===== config.mk =====
export PLATFORM = sky130hd
export DESIGN_NAME = if_fetch_stage_flat
export DESIGN_NICKNAME = d
export VERILOG_FILES = /design/src/rtl/if_fetch_stage_if.sv /design/src/rtl/if_fetch_stage.sv /design/src/flat_wrapper.sv
export SDC_FILE = /design/constraint.sdc
export NUM_CORES = 1
export LEC_CHECK = 0
export ABC_AREA = 1
export BUFFER_PORTS_ARGS = -buffer_cell sky130_fd_sc_hd__buf_2
export CORE_MARGIN = 2
export CORE_UTILIZATION = 48
export CTS_CLUSTER_DIAMETER = 60
export DETAILED_ROUTE_END_ITERATION = 10
export PLACE_DENSITY = 0.73
export SLEW_MARGIN = 20
export SYNTH_ARGS = -nofsm -noshare
export SYNTH_HDL_FRONTEND = slang
export SYNTH_SLANG_ARGS = --single-unit
export TNS_END_PERCENT = 1

===== constraint.sdc =====
create_clock -name clk -period 1.2 [get_ports clk]
set_input_delay 0.24 -clock clk [delete_from_list [all_inputs] [get_ports clk]]
set_output_delay 0.24 -clock clk [all_outputs]
set_load 0.03 [all_outputs]

===== src/rtl/if_fetch_stage_if.sv =====
// Instruction-memory port of the fetch stage: a request/ready handshake with a
// byte address out and a 32-bit instruction word back.
interface if_fetch_stage_if #(
  parameter int PC_W = 8
);
  logic            req;
  logic [PC_W-1:0] addr;
  logic [31:0]     rdata;
  logic            ready;

  modport master (output req, addr, input rdata, ready);
  modport slave  (input req, addr, output rdata, ready);
endinterface


===== src/rtl/if_fetch_stage.sv =====
// Fetch stage with the IF/ID register; one-deep pending buffer absorbs a word
// that lands while decode is stalled. Optional IF_MISALIGN_CHECK_EN adds misalign_out.
module if_fetch_stage #(
  parameter int              PC_W      = 8,
  parameter logic [PC_W-1:0] RESET_PC  = '0,
  parameter logic [31:0]     NOP_INSTR = 32'h0000_0013
) (
  input  logic               clk,
  input  logic               rst_n,
  input  logic               stall,
  input  logic               flush,
  input  logic [PC_W-1:0]    branch_target,
  if_fetch_stage_if.master   imem,
  output logic [PC_W-1:0]    pc_out,
  output logic [31:0]        instruction_out,
  output logic               valid_out,
  output logic [4:0]         IF_ID_rs1,
  output logic [4:0]         IF_ID_rs2,
  output logic [4:0]         IF_ID_rd
`ifdef IF_MISALIGN_CHECK_EN
  ,
  output logic               misalign_out
`endif
);

  typedef enum logic {FETCH, HOLD} state_t;
  typedef struct packed {
    logic [PC_W-1:0] pc;
    logic [31:0]     instr;
  } ifid_t;

  state_t          state_q, state_d;
  logic [PC_W-1:0] pc_q, pc_d, tgt;
  logic            req_q, req_d;
  ifid_t           out_q, out_d, pend_q, pend_d;
  logic            vld_q, vld_d;
  logic            mis_q, mis_d;
  logic            xfer;

  assign xfer = req_q & imem.ready;

`ifdef IF_MISALIGN_CHECK_EN
  assign tgt   = {branch_target[PC_W-1:2], 2'b00};
  assign mis_d = mis_q | (flush & (|branch_target[1:0]));
  assign misalign_out = mis_q;
`else
  assign tgt   = branch_target;
  assign mis_d = 1'b0;
`endif

  always_comb begin
    state_d = state_q;
    pc_d    = pc_q;
    req_d   = req_q;
    out_d   = out_q;
    vld_d   = vld_q;
    pend_d  = pend_q;
    if (flush) begin
      // A word completing this cycle belongs to the wrong path and is dropped.
      state_d = FETCH;
      req_d   = 1'b1;
      pc_d    = tgt;
      out_d   = '{pc: '0, instr: NOP_INSTR};
      vld_d   = 1'b0;
    end else begin
      case (state_q)
        FETCH: begin
          req_d = 1'b1;
          if (xfer) begin
            pc_d = pc_q + PC_W'(4);
            if (stall) begin
              pend_d  = '{pc: pc_q, instr: imem.rdata};
              state_d = HOLD;
              req_d   = 1'b0;
            end else begin
              out_d = '{pc: pc_q, instr: imem.rdata};
              vld_d = 1'b1;
            end
          end else if (!stall) begin
            out_d.instr = NOP_INSTR;
            vld_d       = 1'b0;
          end
        end
        HOLD: begin
          if (!stall) begin
            out_d   = pend_q;
            vld_d   = 1'b1;
            state_d = FETCH;
            req_d   = 1'b1;
          end
        end
        default: state_d = FETCH;
      endcase
    end
  end

  always_ff @(posedge clk or negedge rst_n) begin
    if (!rst_n) begin
      state_q   <= FETCH;
      pc_q      <= RESET_PC;
      req_q     <= 1'b0;
      out_q     <= '{pc: '0, instr: NOP_INSTR};
      vld_q     <= 1'b0;
      pend_q    <= '0;
      mis_q     <= 1'b0;
      IF_ID_rs1 <= '0;
      IF_ID_rs2 <= '0;
      IF_ID_rd  <= '0;
    end else begin
      state_q   <= state_d;
      pc_q      <= pc_d;
      req_q     <= req_d;
      out_q     <= out_d;
      vld_q     <= vld_d;
      pend_q    <= pend_d;
      mis_q     <= mis_d;
      IF_ID_rs1 <= out_d.instr[19:15];
      IF_ID_rs2 <= out_d.instr[24:20];
      IF_ID_rd  <= out_d.instr[11:7];
    end
  end

  assign imem.req        = req_q;
  assign imem.addr       = pc_q;
  assign pc_out          = out_q.pc;
  assign instruction_out = out_q.instr;
  assign valid_out       = vld_q;

endmodule


===== src/flat_wrapper.sv =====
// flat-port wrapper written by rule: the top's interface ports become plain ports
module if_fetch_stage_flat 
#(
  parameter int              PC_W      = 8,
  parameter logic [PC_W-1:0] RESET_PC  = '0,
  parameter logic [31:0]     NOP_INSTR = 32'h0000_0013
)
  (clk, rst_n, stall, flush, branch_target, pc_out, instruction_out, valid_out, IF_ID_rs1, IF_ID_rs2, IF_ID_rd, imem_req, imem_addr, imem_rdata, imem_ready);
  if_fetch_stage_if #(.PC_W(PC_W)) imem_i ();
  input  logic clk;
  input  logic rst_n;
  input  logic stall;
  input  logic flush;
  input  logic [PC_W-1:0] branch_target;
  output logic [PC_W-1:0] pc_out;
  output logic [31:0] instruction_out;
  output logic valid_out;
  output logic [4:0] IF_ID_rs1;
  output logic [4:0] IF_ID_rs2;
  output logic [4:0] IF_ID_rd;
  output wire logic [$bits(imem_i.req)-1:0] imem_req;
  output wire logic [$bits(imem_i.addr)-1:0] imem_addr;
  input wire logic [$bits(imem_i.rdata)-1:0] imem_rdata;
  input wire logic [$bits(imem_i.ready)-1:0] imem_ready;
  assign imem_req = imem_i.req;
  assign imem_addr = imem_i.addr;
  assign imem_i.rdata = imem_rdata;
  assign imem_i.ready = imem_ready;
  if_fetch_stage #(.PC_W(PC_W), .RESET_PC(RESET_PC), .NOP_INSTR(NOP_INSTR)) u_core (.clk(clk), .rst_n(rst_n), .stall(stall), .flush(flush), .branch_target(branch_target), .imem(imem_i), .pc_out(pc_out), .instruction_out(instruction_out), .valid_out(valid_out), .IF_ID_rs1(IF_ID_rs1), .IF_ID_rs2(IF_ID_rs2), .IF_ID_rd(IF_ID_rd));
endmodule

==> results_dict.tcl, run 1 <==
set metrics [dict create \
    hold_slack_ns 0.08862 \
    max_clock_freq_mhz 734.9 \
    finalPower_mw 7.794 \
    rows 34 \
    hold_viol_final 0 \
    tritoncts.num_buffers 9 \
    areaGrowthSynthToFinish_pct 33.78 \
    clk_pin_slew_ns 0.09 \
    drv_slew 0 \
    worstSkewPairLatency_ns 0.36 \
    postSynthCellCount 514 \
    drtIter0Drc 175 \
    grt_antenna_before_repair 0 \
    dpl.hpwl_microns 6940 \
    violations "setup timing" \
    ant_nets 0 \
    setup_ws_ns -0.1606 \
    core-area_sq_um 8593 \
    final_cells 753 \
    grt_first_pass_wirelength_microns 16760 \
    cts_max_level 3 \
    crit_end "u_core.pend_q[17]" \
    place_inst 722 \
    synth_cell_type_count 24 \
    clk_path_buf_depth 2 \
    cp-end-kind "register" \
    fill_cells 739 \
    crit_required_ns 1.44 \
    start_util 0.4862 \
    clock_skew_ns 0.01519 \
    routed_wl_microns 10590 \
    dieArea_sq_um 9466 \
    cts_tree "built" \
    place_congestion 0.8559 \
    yosysSeqAreaShare 0.5460 \
    n_antenna_cell 0 \
    vias_per_cell 5.090 \
    worst_setup_path_start_kind "register" \
    num_vias 3833 \
    dr.pass1.iters 4 \
    setup-violations-final 85 \
    r2r_cells 6 \
    place_ws_ns -0.1449 \
    ir_drop_mv 0.7893 \
    wl_per_cell_microns 14.07 \
    rsz0062_at_grt "true" \
    synth_area_sq_um 4178 \
    drc_errors 0 \
    port_buffers 109 \
    reg2reg_slack_ns -0.16 \
    grt_start_max_net_pins 33 \
    fin_crit_sh 1.134 \
    syn_nets 560 \
    crit_fanout 8 \
    layout-drive-gt1-share 0.3411 \
    fin_nets 686 \
    cts_sinks 91 \
    root_buffer "clkbuf_8" \
    yosysWarnings 0 \
    tightest_slew_ns 0.3199 \
    crit_type "reg -> reg" \
    maxCapViolations 0 \
    period_needed_ns 1.361 \
    leakagePower_nw 3.014 \
    synth-seq-cells 91 \
    r2r-end "u_core.pend_q[17]" \
    maxSlewHeadroom 0.7862 \
    overflow 0 \
    min-delay-path-class "in -> reg" \
    p_per_area_nw_per_um2 1394 \
    crit_arrival_ns 1.60 \
    grt_pass1_vias 3629 \
    worstSetupStartpoint "u_core.state_q" \
    synth.avg_cell_area_sq_um 8.128 \
    fp.dieH_microns 97.30 \
    outcome "finished, violations left" \
    r2r-start "u_core.state_q" \
    grt.total_usage 0.2166 \
    io_pins 110 \
    fp.dieW_microns 97.30 \
]
==> registers in the layout, summed over array words and instances (netlist names) <==
register / count
u_core.valid_out: 1
u_core.state_q: 1
u_core.IF_ID_rs2: 5
u_core.pend_q: 40
u_core.instruction_out: 19
u_core.pc_out: 8
u_core.IF_ID_rd: 4
u_core.IF_ID_rs1: 4
u_core.imem.addr: 8
u_core.imem.req: 1
==> cell families (layout without fill, tap and decap cells) <==
kind of cell / count (synthesis) / after routing / share of synthesized area
flip-flops: 91 / 91 / 0.5460
buffers and inverters: 85 / 216 / 0.09853
AO/OA/AOI/OAI: 99 / 99 / 0.1264
adder cells (fa/ha/maj): 1 / 1 / 0.002994
AND/OR/NAND/NOR: 238 / 238 / 0.2261
==> layout by cell type, fill, tap and decap left out, types with 2 or more instances in the layout <==
cell type,instances
o211ai_1,7
nor2_1,10
inv_2,5
buf_2,98
clkbuf_1,4
nor2_4,3
nand2_2,17
dfrtp_2,3
inv_1,38
buf_4,29
bufinv_16,2
dfstp_2,3
nor2_2,3
nand2_4,3
clkbuf_16,5
o21ai_1,34
a21oi_1,13
clkbuf_8,10
nand3_1,13
inv_4,2
buf_12,8
o21ai_2,11
o21ai_0,30
dfrtp_1,85
nand2_1,187
buf_6,12
==> synthesized netlist by cell type <==
library cell / instances / area (sq um)
nand2_1: 206 / 773.2
dfrtp_1: 88 / 2202
o21ai_0: 63 / 315.3
inv_1: 41 / 153.9
buf_4: 16 / 120.1
buf_2: 14 / 70.07
a21oi_1: 13 / 65.06
nand3_1: 13 / 65.06
nor2_1: 13 / 48.80
o21ai_1: 13 / 65.06
o211ai_1: 7 / 52.55
inv_2: 5 / 18.77
clkbuf_1: 4 / 15.01
buf_1: 3 / 11.26
dfstp_2: 3 / 78.83
nor2_4: 3 / 33.78
buf_6: 2 / 22.52
a21oi_4: 1 / 16.27
a31oi_1: 1 / 6.260
ha_1: 1 / 12.51
nand2_4: 1 / 11.26
nand4_1: 1 / 6.260
o21bai_1: 1 / 7.510
or2_2: 1 / 6.260
==> how the worst min path moves through the flow <==
stage / from / to / cells after the start
floorplan: rst_n / u_core.IF_ID_rd[0] / 0
global placement: rst_n / u_core.pc_out[2] / 1
detailed placement: rst_n / u_core.pc_out[2] / 1
CTS: branch_target[0] / u_core.imem.addr[0] / 3
global route: branch_target[0] / u_core.imem.addr[0] / 3
finish: branch_target[0] / u_core.imem.addr[0] / 3
==> per-stage QoR <==
step	instance area [sq um]	util	setup TNS, ns
3_3_place_gp	4933	0.5741	-1.571
3_5_place_dp	4933	0.5741	-4.739
4_1_cts	5295	0.6162	-4.752
6_report	5589	0.6504	-6.360
5_1_grt	5589	0.6504	-13.00
2_1_floorplan	4189	-	-3.111
==> layer usage <==
metal,global-route usage,wire length (microns),up-vias
li1,-,-,1858
met1,0.2867,4652,1839
met2,0.3547,5247,118
met3,0.03741,507,18
met4,0.09188,185,0
met5,0,0,-
==> repair_timing <==
item,in CTS,in global routing
setup endpoints to repair,87,117
pin swaps,2,5
gates cloned,1,5
gates resized for setup,33,75
hold buffers,1,0
hold endpoints to repair,13,0
buffers inserted,4,4
==> power by group <==
group          internal, mW  switching (mW)  leakage, nW  total [mW]
sequential             3.49           0.213         1.16        3.70
combinational         0.693            1.12         1.75        1.81
clock                  1.24            1.05        0.105        2.28
==> area by class of cell <==
type / instances / area, sq um / area share
flip-flops and latches: 91 / 2285 / 0.4088
multi-input cells: 338 / 1605 / 0.2872
repair buffers: 154 / 1166 / 0.2086
inverters: 46 / 185.2 / 0.03313
clock buffers: 14 / 152.6 / 0.02731
well taps: 108 / 135.1 / 0.02418
clock inverters: 2 / 60.06 / 0.01075
==> critical path, cell delays in order, from the launching register on <==
cell       delay [ns]
dfrtp_2          0.46
nor2_4           0.15
nand2_4          0.08
nor2_4           0.13
buf_12           0.17
clkbuf_16        0.18
o21ai_4          0.06
Power figures use the tool's default switching activity.
==> run 2, diff against run 1 <==
ABC_AREA = not set   (was 1)
==> run 2 against run 1 <==
- the flow still finishes with violations (setup timing)
- power shrank 0.49%
- synthesized cell count down 40%
- clock skew is 0.0040 ns higher
- combinational power is 3% lower
- maximum frequency fell by 14%
- via count is 22% lower
- global-route usage is 1.3 points lower
- register-to-register slack got worse by 0.23 ns
- largest cell class unchanged
==> results_dict.tcl, run 2 <==
set metrics [dict create \
    outcome "finished, violations left" \
    violations "setup timing" \
    rows 34 \
    root_buffer "clkbuf_8" \
    p_per_area_nw_per_um2 1412 \
    fill_cells 648 \
    maxCapViolations 0 \
    netlist_top_cells_count "88 x dfrtp_1, 40 x mux2_4, 38 x a21o_1, 29 x a22o_1, 15 x buf_4" \
    routed_wl_microns 9609 \
    start_util 0.4856 \
    crit_type "reg -> reg" \
    areaGrowthSynthToFinish_pct 31.63 \
    tightest_slew_ns 0.4139 \
    crit_required_ns 1.45 \
    synth-seq-cells 91 \
    drtIter0Drc 102 \
    tritoncts.num_buffers 9 \
    fin_nets 469 \
    synth_most_common_cell "dfrtp_1" \
    yosysWarnings 0 \
    yosys-top-cells-area "dfrtp_1 53%, mux2_4 14%, a21o_1 6.8%" \
    grt.total_usage 0.2032 \
    min-delay-path-class "in -> reg" \
    synth_area_leader_cell "dfrtp_1" \
    layout-drive-gt1-share 0.5070 \
    cp_num_buf_inv 1 \
    clk_pin_slew_ns 0.11 \
    core-area_sq_um 8593 \
    cts_max_level 3 \
    drv_slew 0 \
    final_cells 536 \
    slowest_delay_ns 0.54 \
    ant_nets 0 \
    fp.dieH_microns 97.24 \
    yosysSeqAreaShare 0.5466 \
    syn_nets 354 \
    hold_viol_final 0 \
    crit_arrival_ns 1.84 \
    clk_path_buf_depth 2 \
    grt_antenna_before_repair 1 \
    postSynthCellCount 308 \
    critPathSlowestCell "or4_4" \
    cts_tree "built" \
    place_congestion 0.8591 \
    setup_ws_ns -0.3885 \
    largest-register "u_core.pend_q" \
    dieArea_sq_um 9455 \
    crit_fanout 29 \
    post_cts_buffers 0 \
    worstSkewPairLatency_ns 0.37 \
    worst_setup_path_start_kind "register" \
    leakagePower_nw 3.022 \
    final_cell_mix "84 x dfrtp_1, 63 x buf_2, 53 x buf_6" \
    synth_cell_type_count 34 \
    maxSlewHeadroom 0.7241 \
    synthFlopType "dfrtp_1" \
    fin_tns_setup_ns -24.60 \
    max_clock_freq_mhz 629.5 \
    wl_per_cell_microns 17.93 \
    synth_edf_count 0 \
    port_buffers 109 \
    cp_cell_sequence "or4_4, buf_12, mux2_4" \
    num_vias 2987 \
    io_pins 110 \
    critPathTopFamily "simple AND/OR/NAND/NOR gates" \
    dr.pass1.iters 4 \
    fp.dieW_microns 97.24 \
    layout_commonest_cell "dfrtp_1" \
    setup-violations-final 103 \
    fin_crit_sh 1.324 \
    grt_first_pass_wirelength_microns 15430 \
    dpl.hpwl_microns 6107 \
    vias_per_cell 5.573 \
    place_inst 519 \
    async_flop_share 1.000 \
    rsz0062_at_grt "true" \
    n_antenna_cell 0 \
    ir_drop_mv 0.7058 \
    drc_errors 0 \
    cts_sinks 91 \
    synth.avg_cell_area_sq_um 13.55 \
    grt_start_max_net_pins 30 \
    largest_reg_flops 40 \
    clock_skew_ns 0.01917 \
    period_needed_ns 1.589 \
    synth_area_sq_um 4173 \
    overflow 0 \
    cp-end-kind "register" \
    grt_pass1_vias 3026 \
    netlist.area_leader.share 0.5277 \
]
[run 2: per-stage QoR]
stage               hold slack [ns]  area [sq um]  setup WS (ns)    util  total power, mW
finish                      0.07308          5493        -0.3885  0.6392            7.756
global route                0.07083          5493        -0.4257  0.6392            8.076
CTS                         0.05973          5384        -0.3896  0.6265            7.771
detailed placement           0.1959          4916        -0.4025  0.5721            5.419
global placement             0.1918          4916        -0.3829  0.5721            5.368
floorplan                  -0.05559          4184        -0.5827       -            4.877
[run 2: layout make-up]
type,instances,area [sq um],share of cell area
Multi-Input combinational cell,175,1655,0.3014
Sequential cell,91,2286,0.4162
Timing Repair Buffer,142,1197,0.2180
Tap cell,108,135.1,0.02460
Inverter,4,15.01,0.002733
Clock inverter,7,80.08,0.01458
Clock buffer,9,123.9,0.02255
[run 2: worst paths after layout]
check	startpoint	to	slack (ns)	cells after the start
setup / recovery	u_core.state_q	u_core.pend_q[11]	-0.39	3
hold / removal	imem_rdata[18]	u_core.IF_ID_rs1[3]	0.07	2
setup reg to reg	u_core.state_q	u_core.pend_q[11]	-0.39	3
hold reg to reg	u_core.pc_out[3]	u_core.pc_out[3]	0.49	1
max in group asynchronous	rst_n	u_core.imem.addr[2]	0.35	3
min in group asynchronous	rst_n	u_core.instruction_out[6]	0.33	2
[run 2: logic make-up (layout without fill, tap and decap cells)]
kind of cell	after synthesis	after routing	synth area share
buffers and inverters	42	162	0.07136
AND/OR/NAND/NOR	34	34	0.04618
XOR/XNOR	2	2	0.004199
flip-flops	91	91	0.5466
AO/OA/AOI/OAI	87	87	0.1577
adder cells (fa/ha/maj)	1	1	0.002998
multiplexers	51	51	0.1709
[run 2: layer usage]
layer / wire length [microns] / GRT usage / part of all wire
met1: 4310 / 0.2761 / 0.45
met2: 4635 / 0.3296 / 0.48
met3: 538 / 0.03813 / 0.056
met4: 125 / 0.07158 / 0.013
met5: 0 / 0 / 0
[run 2: worst register-to-register path, stage by stage, from the launching register on]
cell     delay [ns]
dfrtp_1        0.39
or4_4          0.54
buf_12         0.21
mux2_4         0.35
[run 2: timing repair]
action                                 CTS  global route
setup endpoints to repair              134           145
hold buffers                             1             0
pin swaps                                8             7
resized for setup                       88            28
endpoints found under the hold margin   22             0
[run 2: power by group]
group / total, mW / internal (mW) / switching, mW
Sequential: 3.81 / 3.50 / 0.311
Clock: 2.18 / 0.996 / 1.19
Combinational: 1.76 / 0.968 / 0.795
